`config.mk`:
```
export PLATFORM = sky130hd
export DESIGN_NAME = button_debouncer
export DESIGN_NICKNAME = d
export VERILOG_FILES = /design/src/rtl/button_debouncer.sv
export SDC_FILE = /design/constraint.sdc
export NUM_CORES = 1
export LEC_CHECK = 0
export CAP_MARGIN = 25
export CORE_ASPECT_RATIO = 0.9
export CORE_MARGIN = 2
export CORE_UTILIZATION = 58
export CTS_CLUSTER_DIAMETER = 30
export CTS_CLUSTER_SIZE = 14
export DETAILED_ROUTE_END_ITERATION = 10
export PLACE_DENSITY = 0.76
export RECOVER_POWER = 50
export REMOVE_ABC_BUFFERS = 1
export SKIP_LAST_GASP = 1
export SLEW_MARGIN = 20
export SYNTH_ARGS = -nofsm -noshare
export SYNTH_HDL_FRONTEND = slang
export SYNTH_SLANG_ARGS = --single-unit
export TNS_END_PERCENT = 5
```
`constraint.sdc`:
```
create_clock -name clk -period 1.95 [get_ports clk]
set_clock_uncertainty 0.1 [all_clocks]
set_input_delay 0.2925 -clock clk [delete_from_list [all_inputs] [get_ports clk]]
set_output_delay 0.2925 -clock clk [all_outputs]
set_load 0.05 [all_outputs]
```
`src/rtl/button_debouncer.sv`:
```
// ---------------------------------------------------------------------------
// button_debouncer
//
// Conditions one raw mechanical push-button for the system clock domain.
// The pad signal is brought in through a two-flop synchroniser, then a
// four-state stable-time filter accepts a new level only after
// STABLE_CYCLES consecutive identical synchronised samples. Accepted
// transitions produce a clean level and single-cycle press/release strobes.
//
// Parameters:
//   STABLE_CYCLES  consecutive samples needed to accept a level (>= 2)
//   CNT_W          filter counter width, 2**CNT_W > STABLE_CYCLES
//
// Ports:
//   clk            system clock
//   rst            asynchronous, active-high reset
//   btn_raw        raw pad input, asynchronous to clk, 1 = pressed
//   btn_level      debounced level (registered)
//   press_pulse    one-cycle strobe on accepted 0->1 (registered)
//   release_pulse  one-cycle strobe on accepted 1->0 (registered)
//   busy           high while a candidate transition is being filtered
//                  (registered)
// ---------------------------------------------------------------------------
module button_debouncer #(
  parameter int STABLE_CYCLES = 1000000,
  parameter int CNT_W         = 20
) (
  input  logic clk,
  input  logic rst,
  input  logic btn_raw,
  output logic btn_level,
  output logic press_pulse,
  output logic release_pulse,
  output logic busy
);

  // Last count value before acceptance; the counter never goes past it.
  localparam logic [CNT_W-1:0] CNT_LAST = CNT_W'(STABLE_CYCLES - 1);
  localparam logic [CNT_W-1:0] CNT_ZERO = '0;
  localparam logic [CNT_W-1:0] CNT_ONE  = CNT_W'(1);

  typedef enum logic [1:0] {
    ST_RELEASED      = 2'd0,
    ST_PRESS_CHECK   = 2'd1,
    ST_PRESSED       = 2'd2,
    ST_RELEASE_CHECK = 2'd3
  } state_t;

  // Synchroniser stages; only s2_q is used by the filter.
  logic s1_q;
  logic s2_q;

  state_t           state_q, state_d;
  logic [CNT_W-1:0] cnt_q,   cnt_d;
  logic             level_q, level_d;
  logic             press_q, press_d;
  logic             rel_q,   rel_d;
  logic             busy_q,  busy_d;

  // Two-flop synchroniser for the asynchronous pad input.
  always_ff @(posedge clk or posedge rst) begin
    if (rst) begin
      s1_q <= 1'b0;
      s2_q <= 1'b0;
    end else begin
      s1_q <= btn_raw;
      s2_q <= s1_q;
    end
  end

  // Filter state, counter and all output registers.
  always_ff @(posedge clk or posedge rst) begin
    if (rst) begin
      state_q <= ST_RELEASED;
      cnt_q   <= CNT_ZERO;
      level_q <= 1'b0;
      press_q <= 1'b0;
      rel_q   <= 1'b0;
      busy_q  <= 1'b0;
    end else begin
      state_q <= state_d;
      cnt_q   <= cnt_d;
      level_q <= level_d;
      press_q <= press_d;
      rel_q   <= rel_d;
      busy_q  <= busy_d;
    end
  end

  // Next-state, counter and output decode for the stable-time filter.
  always_comb begin
    state_d = state_q;
    cnt_d   = cnt_q;
    level_d = level_q;
    press_d = 1'b0;
    rel_d   = 1'b0;

    case (state_q)
      ST_RELEASED: begin
        level_d = 1'b0;
        if (s2_q) begin
          // The first differing sample already counts as sample one.
          state_d = ST_PRESS_CHECK;
          cnt_d   = CNT_ONE;
        end else begin
          cnt_d   = CNT_ZERO;
        end
      end

      ST_PRESS_CHECK: begin
        if (s2_q) begin
          if (cnt_q == CNT_LAST) begin
            state_d = ST_PRESSED;
            level_d = 1'b1;
            press_d = 1'b1;
            cnt_d   = CNT_ZERO;
          end else begin
            cnt_d   = cnt_q + CNT_ONE;
          end
        end else begin
          // A single opposite sample drops back to the stable state.
          state_d = ST_RELEASED;
          cnt_d   = CNT_ZERO;
        end
      end

      ST_PRESSED: begin
        level_d = 1'b1;
        if (!s2_q) begin
          state_d = ST_RELEASE_CHECK;
          cnt_d   = CNT_ONE;
        end else begin
          cnt_d   = CNT_ZERO;
        end
      end

      ST_RELEASE_CHECK: begin
        if (!s2_q) begin
          if (cnt_q == CNT_LAST) begin
            state_d = ST_RELEASED;
            level_d = 1'b0;
            rel_d   = 1'b1;
            cnt_d   = CNT_ZERO;
          end else begin
            cnt_d   = cnt_q + CNT_ONE;
          end
        end else begin
          state_d = ST_PRESSED;
          cnt_d   = CNT_ZERO;
        end
      end

      default: begin
        state_d = ST_RELEASED;
        cnt_d   = CNT_ZERO;
        level_d = 1'b0;
      end
    endcase

    // busy is registered from the next state so it tracks state_q exactly.
    busy_d = (state_d == ST_PRESS_CHECK) || (state_d == ST_RELEASE_CHECK);
  end

  assign btn_level     = level_q;
  assign press_pulse   = press_q;
  assign release_pulse = rel_q;
  assign busy          = busy_q;

endmodule

```
==> reports/qor.log, run 1 <==
qor: route.drc 0
qor: pwr.total_leakage_power 0.710 nW
qor: placed_design.place_hpwl 1940 um
qor: grt.grt_max_degree 29
qor: cells_and_area.fillers 193
qor: synthesis.share_of_flip_flops_with_an_asynchronous_set_or_reset_after_synthesis 100%
qor: cells_and_area.final-seq-area 701 um^2
qor: worst_setup_path.crit_path_end_kind output pin
qor: timing.fin_crit 1.94 ns
qor: clock_network.max-clock-path-buffers 2
qor: route.vias 1069
qor: clock_network.cts_tree yes
qor: synthesis.synth_sequential_area_ratio 48.4%
qor: worst_setup_path.worst-endpoint-arrival 1.54 ns
qor: grt.total_congestion_overflow 0
qor: synthesis.postSynthCellCount 143
qor: clock_network.cts.reportedPaths.clkPinSlew 0.14 ns
qor: worst_setup_path.cp-start-kind register
qor: clock_network.clock_sinks 28
qor: synthesis.synth.top_cells.by_count dfrtp_1 (28), nor2_1 (25), xor2_1 (12), nand3_1 (11), nand2_1 (9)
qor: placed_design.port_buffers 6
qor: synthesis.syn_area_per_cell 10.1 um^2
qor: run_status.run_status completed
qor: route.detail_route.first_pass.iterations 4
qor: timing.final_setup_violating_endpoints 0
qor: synthesis.synth.distinct_cells 34
qor: clock_network.ctsResizeCount 0
qor: route.antenna_left 0
qor: pwr.power.density_cell_area 885 mW/mm^2
qor: pwr.vdd.ir_drop.worst 700 uV
qor: synthesis.synth_largest_type_area_fraction 48.4%
qor: worst_setup_path.cp_num_buf_inv 1
qor: grt.grt_antenna_before_repair 0
qor: die.dieArea 0.00291 mm^2
qor: clock_network.cts_max_level 1
qor: synthesis.synth_area 0.00145 mm^2
qor: route.routedWlPerCell 14.6 um
qor: synthesis.synthTopCellsByArea dfrtp_1 (48%), xor2_1 (7.3%), nor2_1 (6.5%)
qor: clock_network.cts-buffers-inserted 3
qor: clock_network.cts-root-buf clkbuf_4
qor: die.floorplan.io_pins 7
qor: timing.grt_setup_unrepaired true
qor: cells_and_area.drive_gt1_share 13.2%
qor: cells_and_area.num_antenna_cells 0
qor: synthesis.post-synth-top-area-cell dfrtp_1
qor: clock_network.cts_setup_buffers 0
qor: worst_setup_path.required 1.56 ns
qor: grt.vias_in_the_first_global_route 1098
qor: worst_setup_path.crit_family buffers and inverters
qor: hold_path.timing.hold.worst.class register to register
qor: timing.tns 0 ns
qor: timing.timing_hold_violations_final 0
qor: cells_and_area.finalNetCount 168
qor: worst_setup_path.worstPathMaxFanout 3
qor: die.floorplan.initialDensity 60.2%
qor: cells_and_area.utilization 68.0%
qor: cells_and_area.final_cells 187
qor: grt.grt_pass1_wl 4900 um
qor: timing.worstMarginPinSlew 0.684 ns
qor: die.design.core.area 0.00240 mm^2
qor: synthesis.synth-edff-count 0
qor: synthesis.synth_flop_cell dfrtp_1
qor: worst_setup_path.setup.worst_path.class register to output pin
qor: clock_network.clock_insertion_delay_worst_skew 0.34 ns
qor: flow_run.maxCapViolCount 0
qor: synthesis.yosys_warnings 0
qor: placed_design.gpl.final_weighted_congestion 0.789
qor: placed_design.dp.cells 183
qor: die.fp.dieW 56.7 um
qor: timing.clock.fmax 0.516 GHz
qor: synthesis.yosys.cell_count.top_type dfrtp_1
qor: timing.timing.max_slew.rel_slack 54.4%
qor: worst_setup_path.timing.critical_path.cells clkdlybuf4s50_1
qor: die.die_height 51.4 um
qor: route.routed_via_density 5.72
qor: route.detailedRoute.firstIterationViolations 54
qor: timing.max_slew_violations 0
qor: worst_setup_path.crit_path_top_delay_cell clkdlybuf4s50_1
qor: grt.grt_use_total 22.0%
qor: worst_setup_path.crit_path_max_incr_delay 0.81 ns
qor: die.floorplan.rows 17
qor: route.total_wire_length 2740 um
qor: cells_and_area.layout-area-overhead-vs-synth 12.9%
qor: clock_network.ctsHoldBuffers 0
qor: timing.finalCritPeriodShare 99.3%
qor: synthesis.ff_latch_count_synth 28
qor: cells_and_area.multi_input_area 702 um^2
[cells in the final DEF (no fill, tap or decap), types with 2 or more instances in the layout]
| cell | n |
|---|---|
| a211oi_1 | 2 |
| a21oi_1 | 2 |
| a2bb2oi_1 | 2 |
| and4_1 | 2 |
| buf_4 | 8 |
| clkbuf_4 | 3 |
| clkdlybuf4s50_1 | 4 |
| dfrtp_1 | 28 |
| dlygate4sd3_1 | 2 |
| ha_1 | 5 |
| inv_1 | 5 |
| mux2i_1 | 4 |
| nand2_1 | 9 |
| nand3_1 | 11 |
| nand4_1 | 3 |
| nor2_1 | 25 |
| nor3_1 | 4 |
| nor3b_1 | 2 |
| nor4_2 | 2 |
| or4_1 | 2 |
| xnor2_1 | 6 |
| xor2_1 | 12 |
[kinds of logic (layout without fill, tap and decap cells)]
kind of cell | Yosys count | after routing | synth area share (%)
AOI/OAI and AO/OA | 10 | 10 | 4.93
muxes | 4 | 4 | 2.77
adders and majority gates | 5 | 5 | 4.32
DFF | 28 | 28 | 48.4
xor gates and xnor gates | 18 | 18 | 10.9
buffers and inverters | 8 | 24 | 3.11
and+or+nand+nor | 70 | 70 | 25.6
[sequential cells by signal, summed over array words and instances, names as in the netlist]
| register | flops |
|---|---|
| release_pulse | 1 |
| s1_q | 1 |
| cnt_q | 20 |
| busy | 1 |
| state_q | 2 |
| btn_level | 1 |
| s2_q | 1 |
| press_pulse | 1 |
[per-stage QoR]
| stage | cell area (um^2) | setup slack (ns) | power (mW) | hold slack (ns) |
|---|---|---|---|---|
| after global placement | 1580 | 0.139 | 1.06 | 0.235 |
| after global routing | 1630 | -0.0435 | 1.52 | 0.289 |
| final | 1630 | 0.0135 | 1.45 | 0.278 |
| after CTS | 1640 | 0.00712 | 1.46 | 0.206 |
| after floorplan | 1420 | 0.173 | 0.943 | 0.224 |
| after detailed placement | 1580 | 0.0495 | 1.07 | 0.253 |
[power by group]
group / total, mW / internal (mW) / switching (mW)
clock: 0.382 / 0.208 / 0.174
sequential: 0.659 / 0.625 / 0.0349
combinational: 0.405 / 0.159 / 0.246
[worst paths after layout]
path | startpoint | to | slack, ns | depth (start not counted)
worst max-delay path | btn_level | btn_level | 0.01 | 1
worst min-delay path | s1_q | s2_q | 0.28 | 0
worst max register to register | cnt_q[10] | cnt_q[14] | 0.02 | 5
worst min register to register | s1_q | s2_q | 0.28 | 0
max in group asynchronous | rst | btn_level | 0.85 | 3
min in group asynchronous | rst | cnt_q[2] | 0.46 | 3
[area by class of cell]
type	instances	area share (%)
Clock inverter	1	1.84
Sequential cell	28	42.9
Tap cell	28	2.14
Clock buffer	3	1.38
Timing Repair Buffer	15	7.66
Inverter	5	1.15
Multi-Input combinational cell	107	43.0
[layer usage]
metal  track usage [%]  vias to the layer above  part of all wire, %
li1                  -                      525                    -
met1              29.1                      533                   48
met2              37.0                        6                   49
met3              5.32                        5                  2.0
met4              4.76                        0                 0.84
met5                 0                        -                    0
Power figures use the tool's default switching activity.
==> run 2: changes to the inputs <==
--- a/config.mk
+++ b/config.mk
@@ -12,6 +12,7 @@
 export CTS_CLUSTER_DIAMETER = 30
 export CTS_CLUSTER_SIZE = 14
 export DETAILED_ROUTE_END_ITERATION = 10
+export GPL_TIMING_DRIVEN = 0
 export PLACE_DENSITY = 0.76
 export RECOVER_POWER = 50
 export REMOVE_ABC_BUFFERS = 1
==> run 2 against run 1 <==
Against the previous run:
- via count up 2.3%
- fmax up 0.25%
- total power down 6.0%
- worst hold slack worse by 0.011 ns
- final cell count down 2.7%
- critical path depth up 4
- utilization down 1.5 points
- cell area down 2.1%
- register-to-register slack about the same
- count of clock-buffer cells in the layout up 1
- die area unchanged
- critical endpoint is now cnt_q[18]
- largest power group unchanged
==> reports/qor.log, run 2 (synthesized netlist as in run 1, its figures left out) <==
qor: timing.finalCritPeriodShare 99.1% [-0.25 points]
qor: route.detailedRoute.firstIterationViolations 29 [-46%]
qor: worst_setup_path.cp_num_buf_inv 0 [-1]
qor: clock_network.cts_tree yes
qor: clock_network.max-clock-path-buffers 2 [unchanged]
qor: pwr.power_frac_comb 30.9% [+2.9 points]
qor: flow_run.maxCapViolCount 0 [unchanged]
qor: route.antenna_left 0 [unchanged]
qor: worst_setup_path.crit_path_top_delay_cell or4_1
qor: route.routedWlPerCell 15.5 um [+5.8%]
qor: route.detail_route.first_pass.iterations 4 [unchanged]
qor: worst_setup_path.worst-endpoint-arrival 2.06 ns [+0.52 ns]
qor: clock_network.cts-buffers-inserted 3 [unchanged]
qor: pwr.share_clk_of_total_power 20.4% [-6.0 points]
qor: worst_setup_path.timing.critical_path.cells or4_1, nor4_2, and3_2, or3_4, nor2_1
qor: cells_and_area.layout_top_registers cnt_q: 20 flops, state_q: 2 flops
qor: die.floorplan.initialDensity 60.2% [unchanged]
qor: grt.grt_antenna_before_repair 0 [unchanged]
qor: grt.grt_use_total 20.3% [-1.8 points]
qor: worst_setup_path.crit_path_max_incr_delay 0.58 ns [-0.23 ns]
qor: clock_network.cts_max_level 1 [unchanged]
qor: timing.clock.fmax 0.518 GHz [+0.25%]
qor: placed_design.port_buffers 6 [unchanged]
qor: clock_network.cts.reportedPaths.clkPinSlew 0.14 ns [about the same]
qor: worst_setup_path.crit_path_end_kind register
qor: die.dieArea 0.00291 mm^2 [unchanged]
qor: grt.grt_pass1_wl 4630 um [-5.5%]
qor: worst_setup_path.cp-start-kind register
qor: cells_and_area.most_frequent_cells_in_the_layout dfrtp_1 (27), nor2_1 (25), xor2_1 (12)
qor: clock_network.clock_insertion_delay_worst_skew 0.32 ns [-0.02 ns]
qor: die.floorplan.rows 17 [unchanged]
qor: route.total_wire_length 2820 um [+3.0%]
qor: die.die_height 51.4 um [unchanged]
qor: pwr.part_of_the_total_power_dissipated_in_sequential_elements 48.7% [+3.1 points]
qor: grt.grt_max_degree 29 [unchanged]
qor: route.drc 0 [unchanged]
qor: timing.tns 0 ns [unchanged]
qor: cells_and_area.largest_register_ff_count 20 [unchanged]
qor: grt.total_congestion_overflow 0 [unchanged]
qor: worst_setup_path.required 2.08 ns [+0.52 ns]
qor: timing.timing_hold_violations_final 0 [unchanged]
qor: timing.timing.max_slew.rel_slack 30.6% [-24 points]
qor: worst_setup_path.crit_family simple AND/OR/NAND/NOR gates
qor: cells_and_area.num_antenna_cells 0 [unchanged]
qor: die.design.core.area 0.00240 mm^2 [unchanged]
qor: die.floorplan.io_pins 7 [unchanged]
qor: clock_network.clock_sinks 28 [unchanged]
qor: cells_and_area.layout-area-overhead-vs-synth 10.5%
qor: worst_setup_path.worstPathMaxFanout 10 [+7]
qor: cells_and_area.finalNetCount 163 [-3.0%]
qor: placed_design.dp.cells 174 [-4.9%]
qor: route.routed_via_density 6.01 [+5.2%]
qor: hold_path.timing.hold.worst.class register to register
qor: cells_and_area.max_flop_register cnt_q
qor: route.vias 1094 [+2.3%]
qor: die.fp.dieW 56.7 um [unchanged]
qor: pwr.total_leakage_power 0.672 nW [-5.3%]
qor: timing.max_slew_violations 0 [unchanged]
qor: placed_design.gpl.final_weighted_congestion 0.826 [+4.7%]
qor: pwr.internal-power 0.908 mW [-8.5%]
qor: clock_network.cts-root-buf clkbuf_4
qor: grt.vias_in_the_first_global_route 1091 [-0.64%]
qor: placed_design.place_area 0.00152 mm^2 [-4.3%]
qor: cells_and_area.fillers 206 [+6.7%]
qor: pwr.vdd.ir_drop.worst 745 uV [+6.5%]
qor: cells_and_area.mostFrequentLayoutCell dfrtp_1
qor: clock_network.ctsHoldBuffers 0 [unchanged]
qor: pwr.total_switching_power 0.452 mW [-0.59%]
qor: timing.hold_ws 0.267 ns [-0.0112 ns]
qor: cells_and_area.final_cells 182 [-2.7%]
qor: run_status.run_status completed
qor: timing.final_setup_violating_endpoints 0 [unchanged]
qor: pwr.p_sw_share 33.2% [+1.8 points]
qor: timing.worstMarginPinSlew 1.04 ns [+0.355 ns]
qor: cells_and_area.utilization 66.5% [-1.5 points]
qor: timing.grt_setup_unrepaired true
qor: worst_setup_path.setup.worst_path.class register to register
qor: pwr.power.density_cell_area 850 mW/mm^2 [-3.9%]
qor: timing.fin_crit 1.93 ns [-0.00490 ns]
qor: cells_and_area.drive_gt1_share 11.7% [-1.5 points]
qor: placed_design.place_hpwl 1810 um [-6.7%]
qor: cells_and_area.final_instance_area 0.00160 mm^2 [-2.1%]
==> run 2: changes by cell type in the layout (fill, tap and decap cells not counted), sizes merged <==
cell,previous run,this run
buf,8,2
bufinv,1,0
or3,1,3
==> run 2: per-layer routing <==
metal	vias to the layer above	share of wire, %	track usage [%]
met5	-	0	0
met4	0	0.82	5.56
met3	6	4.2	5.57
met2	31	50	35.7
met1	536	45	24.5
li1	521	-	-
==> run 2: final cells by class <==
cell class | count | area, um^2 | area share, %
Multi-Input combinational cell | 109 | 732 | 45.8
Sequential cell | 28 | 702 | 43.9
Timing Repair Buffer | 8 | 75.1 | 4.69
Clock buffer | 4 | 36.3 | 2.27
Tap cell | 28 | 35.0 | 2.19
Inverter | 5 | 18.8 | 1.17
==> run 2: repair_timing <==
action | CTS | global route
buffers inserted | 0 | 2
endpoints found under the setup margin | 20 | 23
gates resized for setup | 1 | 4
pin swaps | 0 | 1
cloned | 0 | 2
==> run 2: metrics by stage <==
stage	worst slack, ns	total power [mW]
after floorplan	0.173	0.943
after global placement	-0.00566	1.03
after detailed placement	-0.0372	1.04
after CTS	-0.0234	1.31
after global routing	-0.0686	1.43
final	0.0184	1.36
==> run 2: path summary, 6_finish.rpt <==
kind                           start   endpoint  slack [ns]  cells after the start
max in group asynchronous        rst   cnt_q[0]        0.53                      2
hold / removal                  s1_q       s2_q        0.27                      0
hold reg to reg                 s1_q       s2_q        0.27                      0
setup / recovery           cnt_q[10]  cnt_q[18]        0.02                      5
setup reg to reg           cnt_q[10]  cnt_q[18]        0.02                      5
min in group asynchronous        rst       busy        0.54                      2
==> run 2: power groups by stage <==
stage,logic (mW),registers [mW],clock network [mW]
2_1_floorplan,0.202,0.741,0
3_3_place_gp,0.356,0.672,0
3_5_place_dp,0.364,0.675,0
4_1_cts,0.365,0.664,0.285
5_1_grt,0.451,0.669,0.311
6_report,0.420,0.662,0.278
